**src/rtl/syn_peak_pkg.sv**
```systemverilog
// Shared types and defaults for the syn_peak correlation-peak finder.
package syn_pkg;

    localparam int DW_DEF   = 14;
    localparam int CW_DEF   = 8;
    localparam int WW_DEF   = 4;
    localparam int HITS_MAX = 3;

    typedef enum logic [1:0] {
        SEARCH = 2'd0,
        ACQ    = 2'd1,
        TRACK  = 2'd2
    } state_t;

    // A programmed miss limit of zero behaves as a limit of one.
    function automatic logic [2:0] miss_limit(input logic [2:0] m);
        return (m == 3'd0) ? 3'd1 : m;
    endfunction

endpackage

```
**src/rtl/syn_peak_if.sv**
```systemverilog
// Correlation stream, configuration and sync result bundle for syn_peak.
interface syn_peak_if #(
    parameter int DW = 14,
    parameter int CW = 8,
    parameter int WW = 4
);
    logic [DW-1:0]      din;
    logic               iv;
    logic [DW-1:0]      thresh;
    logic [CW-1:0]      period;
    logic [WW-1:0]      win;
    logic [2:0]         maxmiss;
    logic               sync;
    logic [DW-1:0]      peak;
    logic signed [WW:0] offset;
    logic               lock;
    logic               ov;

    modport master (
        output din, iv, thresh, period, win, maxmiss,
        input  sync, peak, offset, lock, ov
    );

    modport slave (
        input  din, iv, thresh, period, win, maxmiss,
        output sync, peak, offset, lock, ov
    );
endinterface

```
**src/rtl/syn_peak_max.sv**
```systemverilog
// Windowed max tracker. Outputs already include the current sample so the
// caller can evaluate the window on its closing sample in the same cycle.
module syn_peak_max #(
    parameter int DW = 14,
    parameter int CW = 8
) (
    input  logic          clk,
    input  logic          rst,
    input  logic          clr,
    input  logic          en,
    input  logic [DW-1:0] din,
    input  logic [CW-1:0] cnt,
    output logic [DW-1:0] pkmax,
    output logic [CW-1:0] pkpos,
    output logic          valid
);
    logic [DW-1:0] max_q;
    logic [CW-1:0] pos_q;
    logic          valid_q;
    logic          upd;

    // Strictly greater keeps the earliest of equal samples.
    assign upd   = en && (!valid_q || (din > max_q));
    assign pkmax = upd ? din : max_q;
    assign pkpos = upd ? cnt : pos_q;
    assign valid = valid_q || upd;

    // Max/position registers, cleared when a window closes.
    always_ff @(posedge clk or negedge rst) begin
        if (!rst) begin
            max_q   <= '0;
            pos_q   <= '0;
            valid_q <= 1'b0;
        end else if (clr) begin
            max_q   <= '0;
            pos_q   <= '0;
            valid_q <= 1'b0;
        end else if (upd) begin
            max_q   <= din;
            pos_q   <= cnt;
            valid_q <= 1'b1;
        end
    end
endmodule

```
**src/rtl/syn_peak.sv**
```systemverilog
// Sync peak finder: flywheels a sample counter at the expected sync period,
// picks the largest above-threshold sample in each window and reports it as a
// sync strobe with its timing offset; lock uses hit/miss hysteresis.
// Build option SYN_PEAK_FLYWHEEL_EN: a miss while locked still pulses sync
// (peak=0, offset=0) so downstream timing keeps running.
//
// state  | meaning
// SEARCH | waiting for first sample at/above threshold
// ACQ    | first window open, 2*win+1 samples from the trigger sample
// TRACK  | window around nominal period, hit/miss accounting
module syn_peak
    import syn_pkg::*;
#(
    parameter int DW = DW_DEF,
    parameter int CW = CW_DEF,
    parameter int WW = WW_DEF
) (
    input logic       clk,
    input logic       rst,
    syn_peak_if.slave bus
);
    state_t           state_q, state_d;
    logic [CW-1:0]    cnt_q, cnt_d;
    logic [1:0]       hits_q, hits_d;
    logic [2:0]       misses_q, misses_d;
    logic             lock_q, lock_d;
    logic             sync_q, sync_d;
    logic             ov_q, ov_d;
    logic [DW-1:0]    peak_q, peak_d;
    logic [WW:0]      offset_q, offset_d;

    logic             trk_en, trk_clr;
    logic [DW-1:0]    pkmax;
    logic [CW-1:0]    pkpos;
    logic             pkvalid;
    logic             qual;
    logic             acq_close, trk_close;
    logic [CW-1:0]    win_c, twowin_c, lo_c, hi_c;
    logic [1:0]       hits_inc;
    logic [2:0]       misses_inc;

    assign qual       = bus.din >= bus.thresh;
    assign win_c      = CW'(bus.win);
    assign twowin_c   = win_c + win_c;
    assign lo_c       = bus.period - win_c;
    assign hi_c       = bus.period + win_c;
    assign hits_inc   = (hits_q == 2'(HITS_MAX)) ? hits_q : hits_q + 2'd1;
    assign misses_inc = misses_q + 3'd1;

    syn_peak_max #(.DW(DW), .CW(CW)) u_max (
        .clk   (clk),
        .rst   (rst),
        .clr   (trk_clr),
        .en    (trk_en),
        .din   (bus.din),
        .cnt   (cnt_q),
        .pkmax (pkmax),
        .pkpos (pkpos),
        .valid (pkvalid)
    );

    // State and output registers.
    always_ff @(posedge clk or negedge rst) begin
        if (!rst) begin
            state_q  <= SEARCH;
            cnt_q    <= '0;
            hits_q   <= '0;
            misses_q <= '0;
            lock_q   <= 1'b0;
            sync_q   <= 1'b0;
            ov_q     <= 1'b0;
            peak_q   <= '0;
            offset_q <= '0;
        end else begin
            state_q  <= state_d;
            cnt_q    <= cnt_d;
            hits_q   <= hits_d;
            misses_q <= misses_d;
            lock_q   <= lock_d;
            sync_q   <= sync_d;
            ov_q     <= ov_d;
            peak_q   <= peak_d;
            offset_q <= offset_d;
        end
    end

    // Window sequencing, peak acceptance and lock accounting per valid sample.
    always_comb begin
        state_d   = state_q;
        cnt_d     = cnt_q;
        hits_d    = hits_q;
        misses_d  = misses_q;
        lock_d    = lock_q;
        sync_d    = 1'b0;
        ov_d      = 1'b0;
        peak_d    = peak_q;
        offset_d  = offset_q;
        trk_en    = 1'b0;
        trk_clr   = 1'b0;
        acq_close = 1'b0;
        trk_close = 1'b0;

        if (bus.iv) begin
            unique case (state_q)
                SEARCH: begin
                    if (qual) begin
                        trk_en = 1'b1;
                        if (win_c == '0) begin
                            acq_close = 1'b1;
                        end else begin
                            state_d = ACQ;
                            cnt_d   = CW'(1);
                        end
                    end
                end
                ACQ: begin
                    trk_en = qual;
                    if (cnt_q == twowin_c) acq_close = 1'b1;
                    else                   cnt_d     = cnt_q + CW'(1);
                end
                TRACK: begin
                    trk_en = qual && (cnt_q >= lo_c);
                    if (cnt_q == hi_c) trk_close = 1'b1;
                    else               cnt_d     = cnt_q + CW'(1);
                end
                default: state_d = SEARCH;
            endcase
        end

        if (acq_close) begin
            trk_clr  = 1'b1;
            sync_d   = 1'b1;
            ov_d     = 1'b1;
            peak_d   = pkmax;
            offset_d = '0;
            hits_d   = 2'd1;
            misses_d = '0;
            cnt_d    = twowin_c - pkpos + CW'(1);
            state_d  = TRACK;
        end

        if (trk_close) begin
            trk_clr = 1'b1;
            ov_d    = 1'b1;
            if (pkvalid) begin
                sync_d   = 1'b1;
                peak_d   = pkmax;
                offset_d = (WW+1)'(pkpos - bus.period);
                hits_d   = hits_inc;
                misses_d = '0;
                lock_d   = lock_q || (hits_inc >= 2'd2);
                cnt_d    = hi_c - pkpos + CW'(1);
            end else begin
`ifdef SYN_PEAK_FLYWHEEL_EN
                if (lock_q) begin
                    sync_d   = 1'b1;
                    peak_d   = '0;
                    offset_d = '0;
                end
`endif
                hits_d = '0;
                if (misses_inc >= miss_limit(bus.maxmiss)) begin
                    lock_d   = 1'b0;
                    misses_d = '0;
                    cnt_d    = '0;
                    state_d  = SEARCH;
                end else begin
                    misses_d = misses_inc;
                    cnt_d    = win_c + CW'(1);
                end
            end
        end
    end

    assign bus.sync   = sync_q;
    assign bus.ov     = ov_q;
    assign bus.peak   = peak_q;
    assign bus.offset = offset_q;
    assign bus.lock   = lock_q;
endmodule
```
**src/flat_wrapper.sv**
```systemverilog
// flat-port wrapper written by rule: the top's interface ports become plain ports
module syn_peak_flat import syn_pkg::*;
#(
    parameter int DW = DW_DEF,
    parameter int CW = CW_DEF,
    parameter int WW = WW_DEF
)
  (clk, rst, bus_din, bus_iv, bus_thresh, bus_period, bus_win, bus_maxmiss, bus_sync, bus_peak, bus_offset, bus_lock, bus_ov);
  syn_peak_if #(.DW(DW), .CW(CW), .WW(WW)) bus_i ();
  input logic clk;
  input logic rst;
  input wire logic [$bits(bus_i.din)-1:0] bus_din;
  input wire logic [$bits(bus_i.iv)-1:0] bus_iv;
  input wire logic [$bits(bus_i.thresh)-1:0] bus_thresh;
  input wire logic [$bits(bus_i.period)-1:0] bus_period;
  input wire logic [$bits(bus_i.win)-1:0] bus_win;
  input wire logic [$bits(bus_i.maxmiss)-1:0] bus_maxmiss;
  output wire logic [$bits(bus_i.sync)-1:0] bus_sync;
  output wire logic [$bits(bus_i.peak)-1:0] bus_peak;
  output wire logic [$bits(bus_i.offset)-1:0] bus_offset;
  output wire logic [$bits(bus_i.lock)-1:0] bus_lock;
  output wire logic [$bits(bus_i.ov)-1:0] bus_ov;
  assign bus_i.din = bus_din;
  assign bus_i.iv = bus_iv;
  assign bus_i.thresh = bus_thresh;
  assign bus_i.period = bus_period;
  assign bus_i.win = bus_win;
  assign bus_i.maxmiss = bus_maxmiss;
  assign bus_sync = bus_i.sync;
  assign bus_peak = bus_i.peak;
  assign bus_offset = bus_i.offset;
  assign bus_lock = bus_i.lock;
  assign bus_ov = bus_i.ov;
  syn_peak #(.DW(DW), .CW(CW), .WW(WW)) u_core (.clk(clk), .rst(rst), .bus(bus_i));
endmodule
```
**config.mk**
```make
export PLATFORM = sky130hd
export DESIGN_NAME = syn_peak_flat
export DESIGN_NICKNAME = d
export VERILOG_FILES = /design/src/rtl/syn_peak_pkg.sv /design/src/rtl/syn_peak_if.sv /design/src/rtl/syn_peak_max.sv /design/src/rtl/syn_peak.sv /design/src/flat_wrapper.sv
export SDC_FILE = /design/constraint.sdc
export NUM_CORES = 1
export LEC_CHECK = 0
export CORE_AREA = 2 2 116 118
export DETAILED_ROUTE_END_ITERATION = 10
export DIE_AREA = 0 0 118 120
export MAX_ROUTING_LAYER = met4
export PLACE_DENSITY = 0.65
export SYNTH_ARGS = -nofsm -noshare
export SYNTH_HDL_FRONTEND = slang
export SYNTH_SLANG_ARGS = --single-unit
```
**constraint.sdc**
```tcl
create_clock -name clk -period 11.8 [get_ports clk]
set_input_delay 1.18 -clock clk [delete_from_list [all_inputs] [get_ports clk]]
set_output_delay 1.18 -clock clk [all_outputs]
set_load 0.02 [all_outputs]
```
# Word-level counts from Yosys, hierarchy flattened
# Index checks and enable logic that the tools add are counted.
# totals
register_bits	60
inputBits	46
output_inout_bits	22
word_cells	111
# classes
add_sub_neg	12
magnitude_cmp	5
eq_ne	9
mux	56
n_reduce_logical	17
# ops
op	n
$mux 8	11
$mux 14	5
$add 8x1->8 const B	3
$pmux 8 s3	1
$mux 2	11
$mux 1	17
$eq 8x8->1	2
$mux 3	5
$mux 5	3
$ge 14x14->1	1
$gt 14x14->1	1
$ne 4x2->1 const B	3
$add 8x4->8	1
$ge 8x8->1	1
$logic_not 8->1	1
$sub 5x8->8	1
$sub 8x4->8	1
$sub 8x8->8	1
$reduce_and 6->1	1
$reduce_bool 2->1	3
$add 4x1->5 const B	1
$add 4x4->5	1
$reduce_bool 5->1	1
$sub 5x5->5	1
other kinds (18)	22

# Depth between registers and ports, before layout
# Gate-level depths: netlist (run 1).
# logic_depth
word_depth	11
mapped_depth	28
depth_no_buf	27

# Modules after synthesis
# From an unflattened synthesis (run 1), not the netlist that was laid out.
# hier_totals
hier_cells	625
hier_area_um2	5995.8
# modules_own_cells
module	instances	cells_per_inst	area_each_um2	seq_area_each_um2
syn_peak	1	454	4126.5	925.9
syn_peak_max	1	171	1869.3	575.6

# Worst setup path after synthesis (run 1)
# OpenSTA, ideal clock, no wires.
# synth_timing
kind	input -> register
startpoint	input port bus_win[2]
endpoint	register u_core.cnt_q[7]
setup_time_ns	0.095
arrival_ns	6.286
required_ns	11.705
setup_slack_ns	5.419
path_stages	27
path_buffers	2
cell_sequence	clkbuf_1 -> inv_1 -> ha_1 -> a21oi_1 -> nor2_1 -> nor4_1 -> xnor2_1 -> ha_1 -> nand4_1 -> a21oi_1 -> a21oi_1 -> or4_1 -> or3_4 -> buf_6 -> mux2i_1 -> inv_1 -> ha_1 -> inv_1 -> ha_1 -> fa_1 -> a211oi_1 -> o21bai_1 -> a21oi_1 -> xnor2_1 -> xor2_1 -> a21oi_1 -> o31ai_1
# synth_via
elab_chain_cells	11
elab_cells_between_ends	35
cone_classes	7 x add/sub; 1 x order compare; 6 x eq/ne; 14 x mux; 7 x reduce/logical
# synth_lines
element	line_no	text
from (decl)	flat_wrapper.sv:16	input wire logic [$bits(bus_i.win)-1:0] bus_win;
$sub 8x4->8	syn_peak.sv:45	assign lo_c = bus.period - win_c;
$ge 8x8->1	syn_peak.sv:122	trk_en = qual && (cnt_q >= lo_c);
$logic_and 1x1->1	syn_peak.sv:122	
$pmux 1 s3	syn_peak.sv:104	unique case (state_q)
$mux 1	syn_peak.sv:103	if (bus.iv) begin
$logic_and 1x1->1	syn_peak_max.sv:23	assign upd = en && (!valid_q || (din > max_q));
$mux 8	-	
$sub 5x8->8 or $sub 8x8->8 (tied branches)	syn_peak.sv:138, syn_peak.sv:152	
$add 8x1->8 (on tied branches)	syn_peak.sv:138, syn_peak.sv:152	
$mux 8 (on tied branches)	syn_peak.sv:130, syn_peak.sv:145	
$mux 8	syn_peak.sv:142	if (trk_close) begin
to (signal assigned)	syn_peak.sv:76	cnt_q <= cnt_d;
to (decl)	syn_peak.sv:23	logic [CW-1:0] cnt_q, cnt_d;
# Several ways; a longest one is shown, not always the timed one.
# A chain may end at the register's enable or synchronous reset.

# Final worst setup path (run 1)
# layout_timing
startpoint	input port bus_win[1]
endpoint	register u_core.cnt_q[7]
# The elaborated chain is that of the path after synthesis.

==> results of run 1 <==
## registers in the layout, summed over array words and instances, names as in the netlist
register	flops
u_core.bus.offset	5
u_core.bus.lock	1
u_core.bus.peak	14
u_core.bus.sync	1
u_core.hits_q	2
u_core.bus.ov	1
u_core.misses_q	3
u_core.u_max.max_q	14
u_core.cnt_q	8
u_core.u_max.pos_q	8
u_core.u_max.valid_q	1
u_core.state_q	2
## metrics by stage
| stage | total power, mW | hold slack, ns |
|---|---|---|
| 3_3_place_gp | 1.15 | 0.493 |
| 2_1_floorplan | 0.939 | 0.484 |
| 5_1_grt | 1.56 | 0.536 |
| 4_1_cts | 1.44 | 0.505 |
| 6_report | 1.44 | 0.500 |
| 3_5_place_dp | 1.17 | 0.494 |
## area by class of cell
| cell class | instances | area, um2 |
|---|---|---|
| Sequential cell | 60 | 1500 |
| Clock inverter | 4 | 50.0 |
| Inverter | 83 | 312 |
| Fill cell | 1207 | 6270 |
| Multi-Input combinational cell | 463 | 3690 |
| Tap cell | 176 | 220 |
| Clock buffer | 11 | 243 |
| Timing Repair Buffer | 71 | 696 |
## how the worst max path moves through the flow
stage                     from         endpoint  cells past startpoint
floorplan           bus_win[2]  u_core.cnt_q[7]                     27
global placement    bus_win[1]  u_core.cnt_q[7]                     26
detailed placement  bus_win[1]  u_core.cnt_q[7]                     27
CTS                 bus_win[1]  u_core.cnt_q[7]                     27
global route        bus_win[1]  u_core.cnt_q[7]                     27
finish              bus_win[1]  u_core.cnt_q[7]                     27
## synthesized netlist by cell type, types with 3 or more instances
cell,number,share of area
buf_6,8,0.016
o22ai_1,3,0.0033
a211oi_1,4,0.0053
o21ai_0,19,0.017
o21a_1,5,0.0066
and2_1,4,0.0044
mux2i_1,38,0.067
o31ai_1,4,0.0053
nor3b_1,3,0.0040
nor2_1,45,0.030
nand4_1,7,0.0077
xnor2_1,21,0.032
a211o_1,4,0.0062
o21bai_1,4,0.0053
nand3_1,26,0.023
buf_2,10,0.0088
nor3_1,7,0.0062
o21ai_1,5,0.0044
and3_1,6,0.0066
nand2_1,15,0.0099
a21oi_1,43,0.038
or4_1,3,0.0040
ha_1,78,0.17
clkbuf_1,5,0.0033
nor4_1,4,0.0044
fa_1,5,0.018
a21o_1,12,0.016
a31oi_1,5,0.0055
dfrtp_1,60,0.26
inv_1,83,0.055
nand2b_1,15,0.017
xor2_1,18,0.028
nor2b_1,10,0.011
## tightest hold or removal path, delay by kind of cell (launching register included)
kind / cells / cell delay [ns]
AO/OA/AOI/OAI: 1 / 0.07
flip-flops: 1 / 0.34
AND/OR/NAND/NOR: 1 / 0.06
## power groups by stage
| stage | combinational [mW] | sequential, mW | clock (mW) |
|---|---|---|---|
| global route | 0.912 | 0.376 | 0.274 |
| detailed placement | 0.802 | 0.368 | 0 |
| CTS | 0.809 | 0.365 | 0.265 |
| global placement | 0.781 | 0.365 | 0 |
| floorplan | 0.580 | 0.359 | 0 |
| finish | 0.813 | 0.366 | 0.260 |
## metal layers
metal  global-route usage  up-vias  part of all wire
li1                     -     2338                 -
met1                0.276     2305              0.44
met2                0.366      204              0.47
met3               0.0352       29             0.062
met4               0.0851        0             0.022
met5                    -        -                 0
## cells by family (layout without fill, tap and decap cells)
kind of cell / after synthesis / after routing
buffers and inverters: 108 / 169
XOR/XNOR: 40 / 40
flip-flops: 60 / 60
multiplexers: 40 / 40
adder cells (fa/ha/maj): 83 / 83
AND/OR/NAND/NOR: 161 / 161
AO/OA/AOI/OAI: 139 / 139
==> results_dict.tcl, run 1 <==
set metrics [dict create \
    ctsHoldBuffers 0 \
    internal-power_mw 0.819 \
    track_usage 0.222 \
    row_count 42 \
    hold_end "u_core.bus.offset[3]" \
    grt_pass1_vias 4915 \
    status "completed" \
    synth_xor_area_frac 0.0642 \
    ant_nets 0 \
    post_cts_buffers 0 \
    initial_core_util 0.437 \
    final_area_um2 6710 \
    rsz0062_at_grt "no" \
    area_growth_syn_to_layout_pct 18.3 \
    grt_pass1_wl_um 24500 \
    r2r-end "u_core.cnt_q[7]" \
    drc 0 \
    dp_cells 853 \
    synthCells 631 \
    path_class "in2reg" \
    hold_depth 2 \
    startpoint_type "input port" \
    dpl_cell_area_um2 6420 \
    routedWlPerCell_um 16.9 \
    p_comb_frac 0.565 \
    first_iter_violations 295 \
    port_buffers 67 \
    num_vias 4876 \
    worstPathArrival_ns 7.55 \
    maxSlewViolCount 0 \
    fin_util 0.517 \
    synth_cell_type_count 76 \
    drt-total-wl_um 14600 \
    vias_per_cell 5.62 \
    nets 817 \
    clock_sinks 60 \
    finalCritPeriodShare 0.620 \
    hold_path.class "reg2reg" \
    die_h_um 120 \
    timing.rr.start "u_core.cnt_q[0]" \
    synthesis.nets 760 \
    ff2ff_setup_slack_ns 6.49 \
    syn_area_um2 5670 \
    muxShareOfSynthArea 0.0730 \
    dp_slack_ns 4.12 \
    synth_flop_cell "dfrtp_1" \
    cts_htree_levels 3 \
    syn_avg_cell_area_um2 8.99 \
    fp.dieW_um 118 \
    finalSetupTns_ns 0 \
    ys_warn_count 0 \
    synth_edf_count 0 \
    finalHoldViolations 0 \
    fp.dieArea_um2 14200 \
    worst_slew_pin_slew_ns 0.879 \
    cp_max_fo 30 \
    power.density_nw_per_um2 214 \
    antenna_cells 0 \
    mostFrequentLayoutCell "inv_1" \
    synthAdderAreaFrac 0.190 \
    crit_top_cell "ha_1" \
    clock_latency_ns 0.33 \
    p_seq_frac 0.254 \
    p_switching_mw 0.620 \
    setup_slack_ns 4.48 \
    grt_max_degree 61 \
    p_leak_nw 3.25 \
    switching_share 0.431 \
    period_minus_slack_ns 7.32 \
    hold_start "u_core.bus.offset[3]" \
    rr_worst_depth 20 \
    synth_simple_gate_area_share 0.155 \
    pin_count 68 \
    cts_resized 0 \
    coreArea_um2 13000 \
    slowest_stage "clkdlybuf4s50_1" \
    cts-root-buf "clkbuf_16" \
    grt_overflow_total 0 \
    drv_cap 0 \
    synth-compound-area-share 0.168 \
    final_cell_mix "83 x inv_1, 78 x ha_1, 66 x clkdlybuf4s50_1" \
    dpl.hpwl_um 11300 \
    max_freq_mhz 137 \
    slew_headroom 0.414 \
    end_kind "flop" \
    cts_tree "done" \
    first_pass_iters 7 \
    synth_top_family_by_area "adder cells" \
    finClkSkew_ns 0.00502 \
    path_delay_family "compound AO/OA/AOI/OAI gates" \
    async_reset_ff_frac 1.00 \
    finalNonFillerCells 868 \
    numCtsBuffers 9 \
    ctsLongestPathBuffers 2 \
    clk_pin_slew_ns 0.05 \
    cp.required_ns 12.03 \
    synth-seq-cells 60 \
    ys_seq_area_frac 0.265 \
    drive_above_1_share 0.0535 \
    antenna_found_initial 0 \
    slowest_delay_ns 0.69 \
    routabilityCongestion 0.921 \
    setup_viol_count_final 0 \
    crit_buf_inv 4 \
    clkPwrFrac 0.181 \
    ir_drop_mv 0.0795 \
]
Power figures use the tool's default switching activity.
==> run 2: changes to the inputs <==
Clock period 11.8 ns to 6.8 ns, I/O delays scaled along.
==> results_dict.tcl, run 2 (synthesis gave the netlist of run 1 again) <==
set metrics [dict create \
    maxSlewViolCount 0 \
    slew_headroom 0.414 \
    die_h_um 120 \
    startpoint_type "input port" \
    drv_cap 0 \
    fp.dieArea_um2 14200 \
    end_kind "flop" \
    dpl_cell_area_um2 6480 \
    path_class "in2reg" \
    finalCritPeriodShare 0.926 \
    drive_above_1_share 0.0670 \
    finalSetupTns_ns 0 \
    finalHoldViolations 0 \
    final_area_um2 6830 \
    coreArea_um2 13000 \
    mostFrequentLayoutCell "inv_1" \
    antenna_cells 0 \
    grt_overflow_total 0 \
    row_count 42 \
    fill_cells 1246 \
    hold_path.class "in2async" \
    routabilityCongestion 0.942 \
    ctsHoldBuffers 0 \
    cp_max_fo 14 \
    ctsLongestPathBuffers 2 \
    routedWlPerCell_um 17.5 \
    initial_core_util 0.437 \
    worstPathArrival_ns 6.54 \
    first_iter_violations 302 \
    dpl.hpwl_um 12100 \
    p_leak_nw 3.32 \
    num_vias 4842 \
    clock_latency_ns 0.33 \
    fp.dieW_um 118 \
    pin_count 68 \
    power.density_nw_per_um2 385 \
    cts_tree "done" \
    ff2ff_setup_slack_ns 1.88 \
    post_cts_buffers 0 \
    numCtsBuffers 9 \
    vias_per_cell 5.52 \
    grt_pass1_wl_um 25700 \
    drc 0 \
    antenna_found_initial 0 \
    status "completed" \
    ir_drop_mv 0.161 \
    cts-root-buf "clkbuf_16" \
    rsz0062_at_grt "no" \
    cts_resized 0 \
    cts_htree_levels 3 \
    grt_pass1_vias 5054 \
    clk_pin_slew_ns 0.06 \
    dp_cells 861 \
    drt-total-wl_um 15400 \
    finClkSkew_ns 0.00560 \
    setup_viol_count_final 0 \
    clock_sinks 60 \
    track_usage 0.234 \
    worst_slew_pin_slew_ns 0.878 \
    first_pass_iters 5 \
    period_minus_slack_ns 6.30 \
    max_freq_mhz 159 \
    final_cell_mix "83 x inv_1, 78 x ha_1, 66 x clkdlybuf4s50_1" \
    grt_max_degree 61 \
    port_buffers 67 \
    ant_nets 0 \
    cp.required_ns 7.04 \
    finalNonFillerCells 877 \
    nets 825 \
    area_growth_syn_to_layout_pct 20.4 \
]
==> run 2: cell count changes in the layout (fill, tap and decap cells not counted) <==
cell,before,now
buf_4,4,12
bufinv_16,1,3
clkbuf_1,1,0
clkinv_4,0,1
clkinvlp_4,2,1
==> run 2: through the flow <==
step | util | setup WS, ns | power [mW] | hold slack (ns)
6_report | 0.526 | 0.503 | 2.63 | 0.505
5_1_grt | 0.526 | 0.0511 | 2.84 | 0.529
4_1_cts | 0.526 | 0.544 | 2.63 | 0.513
3_5_place_dp | 0.499 | 0.204 | 2.08 | 0.501
3_3_place_gp | 0.499 | 0.408 | 2.04 | 0.494
2_1_floorplan | - | 0.919 | 1.63 | 0.384
==> run 2: layout make-up <==
type | count | area (um2) | share of cell area
repair buffers | 79 | 756 | 0.111
clock buffers | 10 | 239 | 0.0350
inverters | 83 | 312 | 0.0456
flip-flops and latches | 60 | 1500 | 0.220
clock inverters | 6 | 111 | 0.0163
multi-input cells | 463 | 3690 | 0.540
well taps | 176 | 220 | 0.0322
==> run 2: path summary, 6_finish.rpt <==
kind | start | end | cells past startpoint
max in group asynchronous | rst | u_core.cnt_q[2] | 2
setup reg to reg | u_core.u_max.max_q[4] | u_core.cnt_q[7] | 18
hold reg to reg | u_core.bus.offset[0] | u_core.bus.offset[0] | 2
min in group clk | u_core.bus.offset[0] | u_core.bus.offset[0] | 2
setup / recovery | bus_period[0] | u_core.cnt_q[7] | 26
hold / removal | rst | u_core.bus.peak[9] | 2
==> run 2: power by group <==
part	switching, mW	internal [mW]
Clock	0.168	0.368
Sequential	0.144	0.493
Combinational	0.801	0.658
==> run 2: metal layers <==
layer | wire [um] | GRT usage | share of wire
met1 | 6720 | 0.284 | 0.44
met2 | 7460 | 0.396 | 0.49
met3 | 820 | 0.0428 | 0.053
met4 | 355 | 0.0761 | 0.023
met5 | 0 | - | 0
==> run 2: worst max-delay path, stage by stage <==
cell,delay [ns]
clkdlybuf4s50_1,0.48
inv_1,0.09
ha_1,0.14
inv_1,0.06
fa_1,0.40
a21oi_1,0.14
nor2_1,0.07
nor4_1,0.24
xnor2_1,0.12
ha_1,0.32
nand2_1,0.06
o21ai_0,0.18
a21oi_1,0.10
or4_1,0.46
or3_4,0.38
buf_4,0.21
mux2i_1,0.43
ha_1,0.34
ha_1,0.35
a211oi_1,0.29
o21bai_1,0.11
a21oi_1,0.18
xnor2_1,0.21
xor2_1,0.19
a21oi_1,0.08
o31ai_1,0.22
